[config.mk]
export PLATFORM = sky130hd
export DESIGN_NAME = res_scan_ctrl
export DESIGN_NICKNAME = d
export VERILOG_FILES = /design/src/rtl/res_scan_pkg.sv /design/src/rtl/res_scan_arb.sv /design/src/rtl/res_scan_ctrl.sv
export SDC_FILE = /design/constraint.sdc
export NUM_CORES = 1
export LEC_CHECK = 0
export CAP_MARGIN = 20
export CELL_PAD_IN_SITES_DETAIL_PLACEMENT = 0
export CELL_PAD_IN_SITES_GLOBAL_PLACEMENT = 2
export CORE_MARGIN = 2
export CORE_UTILIZATION = 28
export DETAILED_ROUTE_END_ITERATION = 6
export GPL_TIMING_DRIVEN = 0
export HOLD_SLACK_MARGIN = 0.12
export PLACE_DENSITY = 0.87
export RECOVER_POWER = 25
export SLEW_MARGIN = 10
export SYNTH_ARGS = -nofsm -noshare
export SYNTH_HDL_FRONTEND = slang
export SYNTH_SLANG_ARGS = --single-unit
[constraint.sdc]
create_clock -name clk -period 4.4 [get_ports clk]
set_input_delay 0.88 -clock clk [delete_from_list [all_inputs] [get_ports clk]]
set_output_delay 0.88 -clock clk [all_outputs]
set_load 0.02 [all_outputs]
[src/rtl/res_scan_pkg.sv]
// res_scan_pkg: shared types and constants for the result-buffer scan sequencer.
//    state_t    : scan FSM states
//    L1/L2/L3   : layer identifiers as driven on out_layer
//    DEF_N*     : default element counts of the conv1/conv2/conv3 result buffers
//    layer_bit  : layer id to one-hot bit (bit0 = conv1)
package res_scan_pkg;

   typedef enum logic [1:0] {IDLE, SEL, WAIT, PRESENT} state_t;

   localparam logic [1:0] L1 = 2'd1;
   localparam logic [1:0] L2 = 2'd2;
   localparam logic [1:0] L3 = 2'd3;

   localparam int DEF_N1 = 2560;
   localparam int DEF_N2 = 1152;
   localparam int DEF_N3 = 1152;

   function automatic logic [2:0] layer_bit(input logic [1:0] l);
      return (l == L1) ? 3'b001 : (l == L2) ? 3'b010 : (l == L3) ? 3'b100 : 3'b000;
   endfunction

endpackage

[src/rtl/res_scan_arb.sv]
// res_scan_arb: trigger bookkeeping and fixed-priority layer pick for res_scan_ctrl.
//    clk, rst_n : clock, asynchronous active-low reset
//    trig[2:0]  : rescaled-valid pulses, bit0 = conv1
//    scanning   : one-hot of the layer currently being scanned (0 when idle)
//    take       : the controller starts a scan of 'pick' this cycle
//    pick       : highest-priority pending layer (1 > 2 > 3), 0 when none
//    overrun    : sticky dropped-trigger flags, cleared only by reset
import res_scan_pkg::*;

module res_scan_arb (
   input  logic       clk,
   input  logic       rst_n,
   input  logic [2:0] trig,
   input  logic [2:0] scanning,
   input  logic       take,
   output logic [1:0] pick,
   output logic [2:0] overrun
);

   logic [2:0] pend_q, pend_d;
   logic [2:0] ovr_q, ovr_d;

   always_comb begin
      pick = pend_q[0] ? L1 : pend_q[1] ? L2 : pend_q[2] ? L3 : 2'd0;
      // A trigger is only accepted when that layer is neither queued nor in flight;
      // otherwise it is dropped and flagged.
      pend_d = (pend_q & ~(take ? layer_bit(pick) : 3'b000)) | (trig & ~pend_q & ~scanning);
      ovr_d  = ovr_q | (trig & (pend_q | scanning));
   end

   always_ff @(posedge clk or negedge rst_n) begin
      if (!rst_n) begin
         pend_q <= '0;
         ovr_q  <= '0;
      end else begin
         pend_q <= pend_d;
         ovr_q  <= ovr_d;
      end
   end

   assign overrun = ovr_q;

endmodule

[src/rtl/res_scan_ctrl.sv]
// res_scan_ctrl: sweeps the res_test select of a triggered layer over every element
// and streams the returned bytes out over a valid/ready interface.
//    clk, rst_n               : clock, asynchronous active-low reset
//    conv{1,2,3}_valid_o_rescaled : one-cycle "buffer ready" pulses
//    conv{1,2,3}_res_test     : byte returned by res_test for the current select
//    res_sel_{1,2,3}          : select indices; idle value is the layer's element count
//    out_data/out_valid/out_ready : byte stream, out_layer = source layer, out_last = final byte
//    busy                     : scan in progress
//    overrun                  : sticky per-layer dropped-trigger flags
import res_scan_pkg::*;

module res_scan_ctrl #(
   parameter int N1     = DEF_N1,
   parameter int N2     = DEF_N2,
   parameter int N3     = DEF_N3,
   parameter int RD_LAT = 1
) (
   input  logic        clk,
   input  logic        rst_n,
   input  logic        conv1_valid_o_rescaled,
   input  logic        conv2_valid_o_rescaled,
   input  logic        conv3_valid_o_rescaled,
   input  logic [7:0]  conv1_res_test,
   input  logic [7:0]  conv2_res_test,
   input  logic [7:0]  conv3_res_test,
   output logic [11:0] res_sel_1,
   output logic [10:0] res_sel_2,
   output logic [10:0] res_sel_3,
   output logic [7:0]  out_data,
   output logic        out_valid,
   input  logic        out_ready,
   output logic [1:0]  out_layer,
   output logic        out_last,
   output logic        busy,
   output logic [2:0]  overrun
);

   localparam logic [11:0] LAST1 = 12'(N1 - 1);
   localparam logic [11:0] LAST2 = 12'(N2 - 1);
   localparam logic [11:0] LAST3 = 12'(N3 - 1);

   state_t      state_q, state_d;
   logic [1:0]  cur_q, cur_d;
   logic [11:0] idx_q, idx_d;
   logic [1:0]  cnt_q, cnt_d;
   logic [7:0]  out_data_q, out_data_d;
   logic        out_valid_q, out_valid_d;
   logic [1:0]  out_layer_q, out_layer_d;
   logic        out_last_q, out_last_d;

   logic [1:0]  pick;
   logic        take;
   logic        cap;
   logic        is_last;
   logic [7:0]  mux_data;
   logic [2:0]  scanning;

   assign busy     = state_q != IDLE;
   assign scanning = busy ? layer_bit(cur_q) : 3'b000;

   res_scan_arb u_arb (
      .clk      (clk),
      .rst_n    (rst_n),
      .trig     ({conv3_valid_o_rescaled, conv2_valid_o_rescaled, conv1_valid_o_rescaled}),
      .scanning (scanning),
      .take     (take),
      .pick     (pick),
      .overrun  (overrun)
   );

   always_comb begin
      state_d     = state_q;
      cur_d       = cur_q;
      idx_d       = idx_q;
      cnt_d       = cnt_q;
      out_data_d  = out_data_q;
      out_valid_d = out_valid_q;
      out_layer_d = out_layer_q;
      out_last_d  = out_last_q;
      take        = 1'b0;
      is_last     = idx_q == ((cur_q == L1) ? LAST1 : (cur_q == L2) ? LAST2 : LAST3);
      mux_data    = (cur_q == L1) ? conv1_res_test : (cur_q == L2) ? conv2_res_test : conv3_res_test;
      // The byte is registered on the edge that enters PRESENT, so out_valid is
      // already high in the first PRESENT cycle and a byte costs RD_LAT+2 cycles.
      cap         = (state_q == SEL && RD_LAT == 0) || (state_q == WAIT && cnt_q == 2'd1);
      if (cap) begin
         out_data_d  = mux_data;
         out_valid_d = 1'b1;
         out_layer_d = cur_q;
         out_last_d  = is_last;
      end
      case (state_q)
         IDLE: begin
            if (pick != 2'd0) begin
               take    = 1'b1;
               cur_d   = pick;
               idx_d   = '0;
               state_d = SEL;
            end
         end
         SEL: begin
            cnt_d   = 2'(RD_LAT);
            state_d = (RD_LAT == 0) ? PRESENT : WAIT;
         end
         WAIT: begin
            cnt_d   = cnt_q - 2'd1;
            state_d = (cnt_q == 2'd1) ? PRESENT : WAIT;
         end
         PRESENT: begin
            if (out_valid_q && out_ready) begin
               out_valid_d = 1'b0;
               state_d     = is_last ? IDLE : SEL;
               idx_d       = is_last ? idx_q : idx_q + 12'd1;
            end
         end
         default: state_d = IDLE;
      endcase
   end

   always_ff @(posedge clk or negedge rst_n) begin
      if (!rst_n) begin
         state_q     <= IDLE;
         cur_q       <= '0;
         idx_q       <= '0;
         cnt_q       <= '0;
         out_data_q  <= '0;
         out_valid_q <= 1'b0;
         out_layer_q <= '0;
         out_last_q  <= 1'b0;
      end else begin
         state_q     <= state_d;
         cur_q       <= cur_d;
         idx_q       <= idx_d;
         cnt_q       <= cnt_d;
         out_data_q  <= out_data_d;
         out_valid_q <= out_valid_d;
         out_layer_q <= out_layer_d;
         out_last_q  <= out_last_d;
      end
   end

   // Only the layer being scanned sees idx; all others (and the scanned one once
   // back in IDLE) sit at their element count, so a select never wraps.
   assign res_sel_1 = (busy && cur_q == L1) ? idx_q        : 12'(N1);
   assign res_sel_2 = (busy && cur_q == L2) ? idx_q[10:0]  : 11'(N2);
   assign res_sel_3 = (busy && cur_q == L3) ? idx_q[10:0]  : 11'(N3);

   assign out_data  = out_data_q;
   assign out_valid = out_valid_q;
   assign out_layer = out_layer_q;
   assign out_last  = out_last_q;

endmodule

==> metrics, run 1 <==
status finished clean; vias in the first global route 2001; Comb pwr share 0.570; Antenna Nets Post-Route 0; Vias 2011; CTS Sinks 36; Power per Cell Area between 500 and 600 mW/mm^2; startpoint types flip-flop; global-route wire length before repair 10070 um; skew final about 0.0075 ns; Synth Register Bits 36; Max Freq 272.1 MHz; Synth cell types between 40 and 50; CTS H-tree depth 2; initial antenna violation count 0; Worst Path Arrival ~2.8 ns; 1st-iter DRT viols 61; max-cap violations 0; starting density of the core 0.2907; relative slew slack 0.1816; P_int 0.001006 W; final setup margin 0.7248 ns; GRT busiest layer met2; GRT overflow 0; post-CTS setup buffer count 0; Resize count post-CTS 0; post-synthesis sequential area ratio 0.3969; CP Class flip-flop to output port; Req. time, crit path ~3.5 ns; met3 Usage GRT 0.02488; clk slew on worst S/H paths roughly 0.070 ns; Routed WL 6156 um; CTS Hold Bufs 0; layout cells sized above 1 0.1291; Final Hold Fails 0; die area 0.008843 mm^2; DRC Markers 0; worst-path fanout max 10; Least-Margin Pin Slew 1.228 ns; Final GP Congestion 0.7248; Final #Nets about 370; PortBufs 79; crit share post-route 0.8353; cts bufs inserted 5; Via density ~4.6; GRT Total Usage 0.1455; pre-CTS setup slack 1.071 ns; std cell rows 32; met2 Usage GRT 0.2345; worst hold-check path type flip-flop to flip-flop; io pins 80; Setup TNS 0 ns; most frequent cells in the layout clkdlybuf4s50_1 (78), dfrtp_1 (36), nand2_1 (30), o21ai_0 (29), and2_1 (25); CTS tree built; root buffer cell clkbuf_8; RSZ-0062 raised after global routing false; Min Clock Period, post-route 3.675 ns; P&R area growth vs syn 44.43%; DR WL/cell 14.15 um; final setup vio count 0; Die H 94.04 um; Seq pwr share 0.291; net count after synthesis between 200 and 300; die width ~94 um; most common cell after layout, fill and taps aside clkdlybuf4s50_1; sw frac 0.4345; largest net degree at the start of global routing 23; Clock Tree Buf Depth 2; met1 GRT Util 0.2012; Ys Warns 0; Critical Path End Type output port; ANT cells 0; DP Wirelength between 4000 and 5000 um; Final Max Tran Viols 0; drt pass-1 iters 4; Mapped Cells 245; Core Footprint between 0.007 and 0.008 mm^2; synthesized area per cell 9.264 um^2; Switch Pwr 0.0007732 W; mapped cell area between 0.002 and 0.0025 mm^2; Skew-Pair Late Insertion Delay 0.29 ns; Worst IR Drop VDD 0.2493 mV; Leak 1.387 nW; Clk pwr share 0.138
stage by stage:
stage               instances    util  hold WS, ns  instance area (um^2)  power [W]
finish                    435  0.4199       0.4652                  3278   0.001780
detailed placement        427  0.4112       0.4548                  3211   0.001546
floorplan                 245       -       0.4902                  2270   0.001140
CTS                       435  0.4231       0.4726                  3303   0.001800
global route              435  0.4199       0.4819                  3278   0.001926
global placement          426  0.4083       0.4490                  3188   0.001528
logic make-up after synthesis:
kind of cell             share of synthesized area
XOR/XNOR                                   0.03087
AO/OA/AOI/OAI                               0.1522
multiplexers                               0.08490
flip-flops                                  0.3969
AND/OR/NAND/NOR                             0.2486
buffers and inverters                      0.05347
adder cells (fa/ha/maj)                    0.03308
critical path, stage by stage, from the launching register on:
cell	delay [ns]
dfrtp_1	0.37
inv_1	0.08
ha_1	0.24
buf_2	0.19
nor3_1	0.32
clkbuf_1	0.47
and2_2	0.23
clkdlybuf4s50_1	0.60
cell type report:
type,instances,area [um^2]
fillers,784,4529
multi-input cells,184,1247
flip-flops and latches,36,900.9
repair buffers,80,788.3
well taps,102,127.6
plain buffers,16,87.58
clock buffers,6,82.58
inverters,9,33.78
clock inverters,2,10.01
sequential cells by signal, indices dropped and copies added (netlist names):
register	cells
u_arb.pend_q	3
cur_q	2
out_data	8
u_arb.overrun	3
state_q	2
idx_q	12
out_valid	1
out_last	1
cnt_q	2
out_layer	2
Yosys cell counts, drive strengths merged:
cell	count	share of area
dfrtp	36	0.40
nand2	30	0.050
o21ai	30	0.071
and2	29	0.083
nand2b	11	0.034
mux2	10	0.050
clkbuf	9	0.015
inv	9	0.015
a22o	8	0.035
mux2i	8	0.035
buf	7	0.024
a21oi	6	0.013
ha	6	0.033
nand3	6	0.013
nor2	5	0.0083
xor2	5	0.019
and3	4	0.014
nor4	4	0.018
nor3	3	0.0066
or3	3	0.0083
xnor2	3	0.012
nand4	2	0.0055
a21boi	1	0.0033
a221oi	1	0.0039
a22oi	1	0.0033
a32oi	1	0.0039
and4	1	0.0050
and4b	1	0.0044
o211ai	1	0.0033
o21a	1	0.0033
o21bai	1	0.0050
o22a	1	0.0039
o31ai	1	0.0033
routing by layer:
metal  wire (um)  part of all wire  up-vias
li1            -                 -     1015
met4          68             0.011        0
met5           0                 0        -
met1        2902              0.47      951
met2        2973              0.48       40
met3         211             0.034        5
power groups by stage:
stage          combinational (W)  sequential (W)  clock (W)
6_report                 0.00101        0.000519   0.000246
5_1_grt                  0.00112        0.000535   0.000270
4_1_cts                  0.00103        0.000520   0.000253
3_5_place_dp             0.00102        0.000526          0
3_3_place_gp             0.00101        0.000520          0
2_1_floorplan           0.000572        0.000568          0
final timing paths:
check	cells after the start	startpoint	slack, ns	end
worst max-delay path	7	state_q[0]$_DFFE_PN0P_	0.72	res_sel_2[3]
worst min-delay path	1	u_arb.overrun[2]$_DFF_PN0_	0.47	u_arb.overrun[2]$_DFF_PN0_
worst max register to register	8	state_q[0]$_DFFE_PN0P_	2.33	idx_q[0]$_DFFE_PN0P_
worst min register to register	1	u_arb.overrun[2]$_DFF_PN0_	0.47	u_arb.overrun[2]$_DFF_PN0_
max in group asynchronous	2	rst_n	2.16	cnt_q[1]$_DFFE_PN0P_
min in group asynchronous	1	rst_n	0.65	idx_q[10]$_DFFE_PN0P_
Note: power is estimated with default switching activity, not from simulation.
==> inputs of run 2 (changes only) <==
--- a/config.mk
+++ b/config.mk
@@ -9,11 +9,11 @@
 export CELL_PAD_IN_SITES_DETAIL_PLACEMENT = 0
 export CELL_PAD_IN_SITES_GLOBAL_PLACEMENT = 2
 export CORE_MARGIN = 2
-export CORE_UTILIZATION = 28
+export CORE_UTILIZATION = 26
 export DETAILED_ROUTE_END_ITERATION = 6
 export GPL_TIMING_DRIVEN = 0
 export HOLD_SLACK_MARGIN = 0.12
-export PLACE_DENSITY = 0.87
+export PLACE_DENSITY = 0.81
 export RECOVER_POWER = 25
 export SLEW_MARGIN = 10
 export SYNTH_ARGS = -nofsm -noshare
==> constraint.sdc (replaced) <==
create_clock -name clk -period 3.61 [get_ports clk]
set_input_delay 0.722 -clock clk [delete_from_list [all_inputs] [get_ports clk]]
set_output_delay 0.722 -clock clk [all_outputs]
set_load 0.02 [all_outputs]
==> run 2 against run 1 <==
Net effect:
- largest cell class unchanged
- cell count is 1.4% higher
- the run now ends with capacitance limit, slew limit left
- sequential share of layout area is 0.063 points lower
- critical path type unchanged
- routed wire length is 1.3% higher
- core utilization is 3.8 points lower
==> metrics, run 2 (synthesized netlist as in run 1, its figures left out) <==
ANT cells 0 (unchanged); vias in the first global route 2130 (was 2001); Antenna Nets Post-Route 0 (unchanged); post-CTS setup buffer count 0 (unchanged); DP Wirelength 4618 um (was 4581 um); startpoint types flip-flop (unchanged); global-route wire length before repair 10650 um (was 10070 um); io pins 80 (unchanged); Clk pwr share 0.138 (about the same); Least-Margin Pin Slew 1.930 ns (was 1.228 ns); PortBufs 79 (unchanged); Final GP Congestion 0.7183 (was 0.7248); root buffer cell clkbuf_8 (unchanged); Reg2Reg Launch Point state_q[0]$_DFFE_PN0P_ (unchanged); Seq pwr share 0.293 (was 0.291); die width 97.43 um (was 94.04 um); CTS tree built (unchanged); Worst setup startpoint state_q[0]$_DFFE_PN0P_ (unchanged); Post-Place Cells 433 (was 427); relative slew slack -0.2865 (was 0.1816); initial antenna violation count 0 (unchanged); DR WL/cell 14.13 um (was 14.15 um); final setup vio count 0 (unchanged); sw frac 0.4318 (was 0.4345); Critical Path End Type output port (unchanged); CTS Sinks 36 (unchanged); Via density 4.494 (was 4.623); final setup margin 0.2158 ns (was 0.7248 ns); crit share post-route 0.9402; clk slew on worst S/H paths 0.07 ns (about the same); Biggest register idx_q (unchanged); Die H 97.43 um (was 94.04 um); Clock Tree Buf Depth 2 (unchanged); CTS Hold Bufs 0 (unchanged); die area 0.009493 mm^2 (was 0.008843 mm^2); Worst Path Arrival 2.67 ns (was 2.80 ns); Reg2Reg Depth 8 (unchanged); Min Clock Period, post-route roughly 3.4 ns; 1st-iter DRT viols 67 (was 61); RSZ-0062 raised after global routing false (unchanged); Worst R2R End idx_q[0]$_DFFE_PN0P_ (unchanged); worst hold-check path type primary input to async pin (was flip-flop to flip-flop); post-route insts no fill 441 (was 435); CP max stage cell clkdlybuf4s50_1 (unchanged); CP Capture Point res_sel_2[3] (unchanged); GRT overflow 0 (unchanged); most frequent cells in the layout clkdlybuf4s50_1 (78), dfrtp_1 (36), nand2_1 (30), o21ai_0 (29), and2_1 (25) (unchanged); failing checks capacitance limit, slew limit; starting density of the core 0.2641 (was 0.2907); Power per Cell Area 660.1 mW/mm^2 (was 542.8 mW/mm^2); P&R area growth vs syn 44.76% (was 44.43%); pre-CTS setup slack 0.3478 ns (was 1.071 ns); Core Footprint 0.008593 mm^2 (was 0.007807 mm^2); drt pass-1 iters 4 (unchanged); P_int 0.001232 W (was 0.001006 W); Max Freq just under 300 MHz; Vias 1982 (was 2011); CTS H-tree depth 2 (unchanged); Setup TNS 0 ns (unchanged); skew final 0.005203 ns (was 0.007538 ns); r2r setup slk 1.56 ns (was 2.33 ns); std cell rows 34 (was 32); GRT Total Usage 0.1366 (was 0.1455); fin util 0.3824 (was 0.4199); Leak 1.388 nW (was 1.387 nW); most common cell after layout, fill and taps aside clkdlybuf4s50_1 (unchanged); layout cells sized above 1 0.1291 (unchanged); Final Max Tran Viols 35 (was 0); worst-path fanout max 10 (unchanged); largest net degree at the start of global routing 35 (was 23); max-cap violations 1 (was 0); Worst IR Drop VDD 0.2198 mV (was 0.2493 mV); CP Class flip-flop to output port (unchanged); Tot Pwr 0.002169 W (was 0.001780 W); Routed WL 6233 um (was 6156 um); Switch Pwr 0.0009364 W (was 0.0007732 W); Crit path largest cell delay 0.60 ns (about the same); status complete, but fails checks (was finished clean); cts bufs inserted 5 (unchanged); DRC Markers 0 (unchanged); Final #Nets 368 (unchanged); CP cell instances inv_1 -> ha_1 -> buf_2 -> nor3_1 -> clkbuf_2 -> and2_2 -> clkdlybuf4s50_1 (was inv_1 -> ha_1 -> buf_2 -> nor3_1 -> clkbuf_1 -> and2_2 -> clkdlybuf4s50_1); Req. time, crit path 2.89 ns (was 3.52 ns); Skew-Pair Late Insertion Delay 0.28 ns (was 0.29 ns); Comb pwr share 0.569 (was 0.570); Final Hold Fails 0 (unchanged); max reg flops 12 (unchanged); fill cell count 882 (was 784)
## run 2: changes by cell type in the layout (fill, tap and decap cells not counted)
cell	change
clkbuf_2	+2
clkinv_2	-2
## run 2: repair_timing
action,4_1_cts,5_1_grt
resized for setup,0,4
endpoints found under the setup margin,0,17
endpoints found under the hold margin,0,0
## run 2: worst max-delay path: cells and delay by family (launching register included)
family / cells / cell delay, ns
flip-flops: 1 / 0.38
AND/OR/NAND/NOR: 2 / 0.58
adder cells (fa/ha/maj): 1 / 0.23
buffers and inverters: 4 / 1.21
## run 2: power by group through the flow
stage	clock network, W	registers (W)	logic [W]
6_report	0.000298	0.000636	0.00123
4_1_cts	0.000308	0.000637	0.00126
3_5_place_dp	0	0.000645	0.00125
2_1_floorplan	0	0.000693	0.000697
5_1_grt	0.000330	0.000659	0.00137
3_3_place_gp	0	0.000636	0.00124
## run 2: stage by stage
stage | hold slack, ns | area (um^2)
final | 0.2259 | 3286
after floorplan | 0.4264 | 2270
after global routing | 0.2290 | 3286
after global placement | 0.4483 | 3196
after detailed placement | 0.4543 | 3211
after CTS | 0.2308 | 3301
## run 2: worst min-delay path by stage
stage,startpoint,end,cells after the start
after floorplan,rst_n,cnt_q[0]$_DFFE_PN0P_,0
after global placement,u_arb.overrun[1]$_DFF_PN0_,u_arb.overrun[1]$_DFF_PN0_,1
after detailed placement,u_arb.overrun[0]$_DFF_PN0_,u_arb.overrun[0]$_DFF_PN0_,1
after CTS,rst_n,out_data[6]$_DFFE_PN0P_,1
after global routing,rst_n,out_data[6]$_DFFE_PN0P_,1
final,rst_n,out_data[6]$_DFFE_PN0P_,1
## run 2: final cells by class
| cell class | instances | area (um^2) | area share |
|---|---|---|---|
| multi-input combinational | 184 | 1247 | 0.3797 |
| tap | 108 | 135.1 | 0.04113 |
| inverter | 9 | 33.78 | 0.01028 |
| buffer | 16 | 90.09 | 0.02742 |
| clock buffer | 8 | 90.09 | 0.02742 |
| timing repair buffer | 80 | 788.3 | 0.2399 |
| sequential | 36 | 900.9 | 0.2742 |
## run 2: metal layers
layer | vias to the layer above | global-route usage | wire, um | part of all wire
li1 | 1015 | - | - | -
met4 | 0 | 0.03419 | 47 | 0.0075
met1 | 923 | 0.1822 | 3002 | 0.48
met3 | 2 | 0.02950 | 237 | 0.038
met2 | 42 | 0.2260 | 2946 | 0.47
met5 | - | 0 | 0 | 0
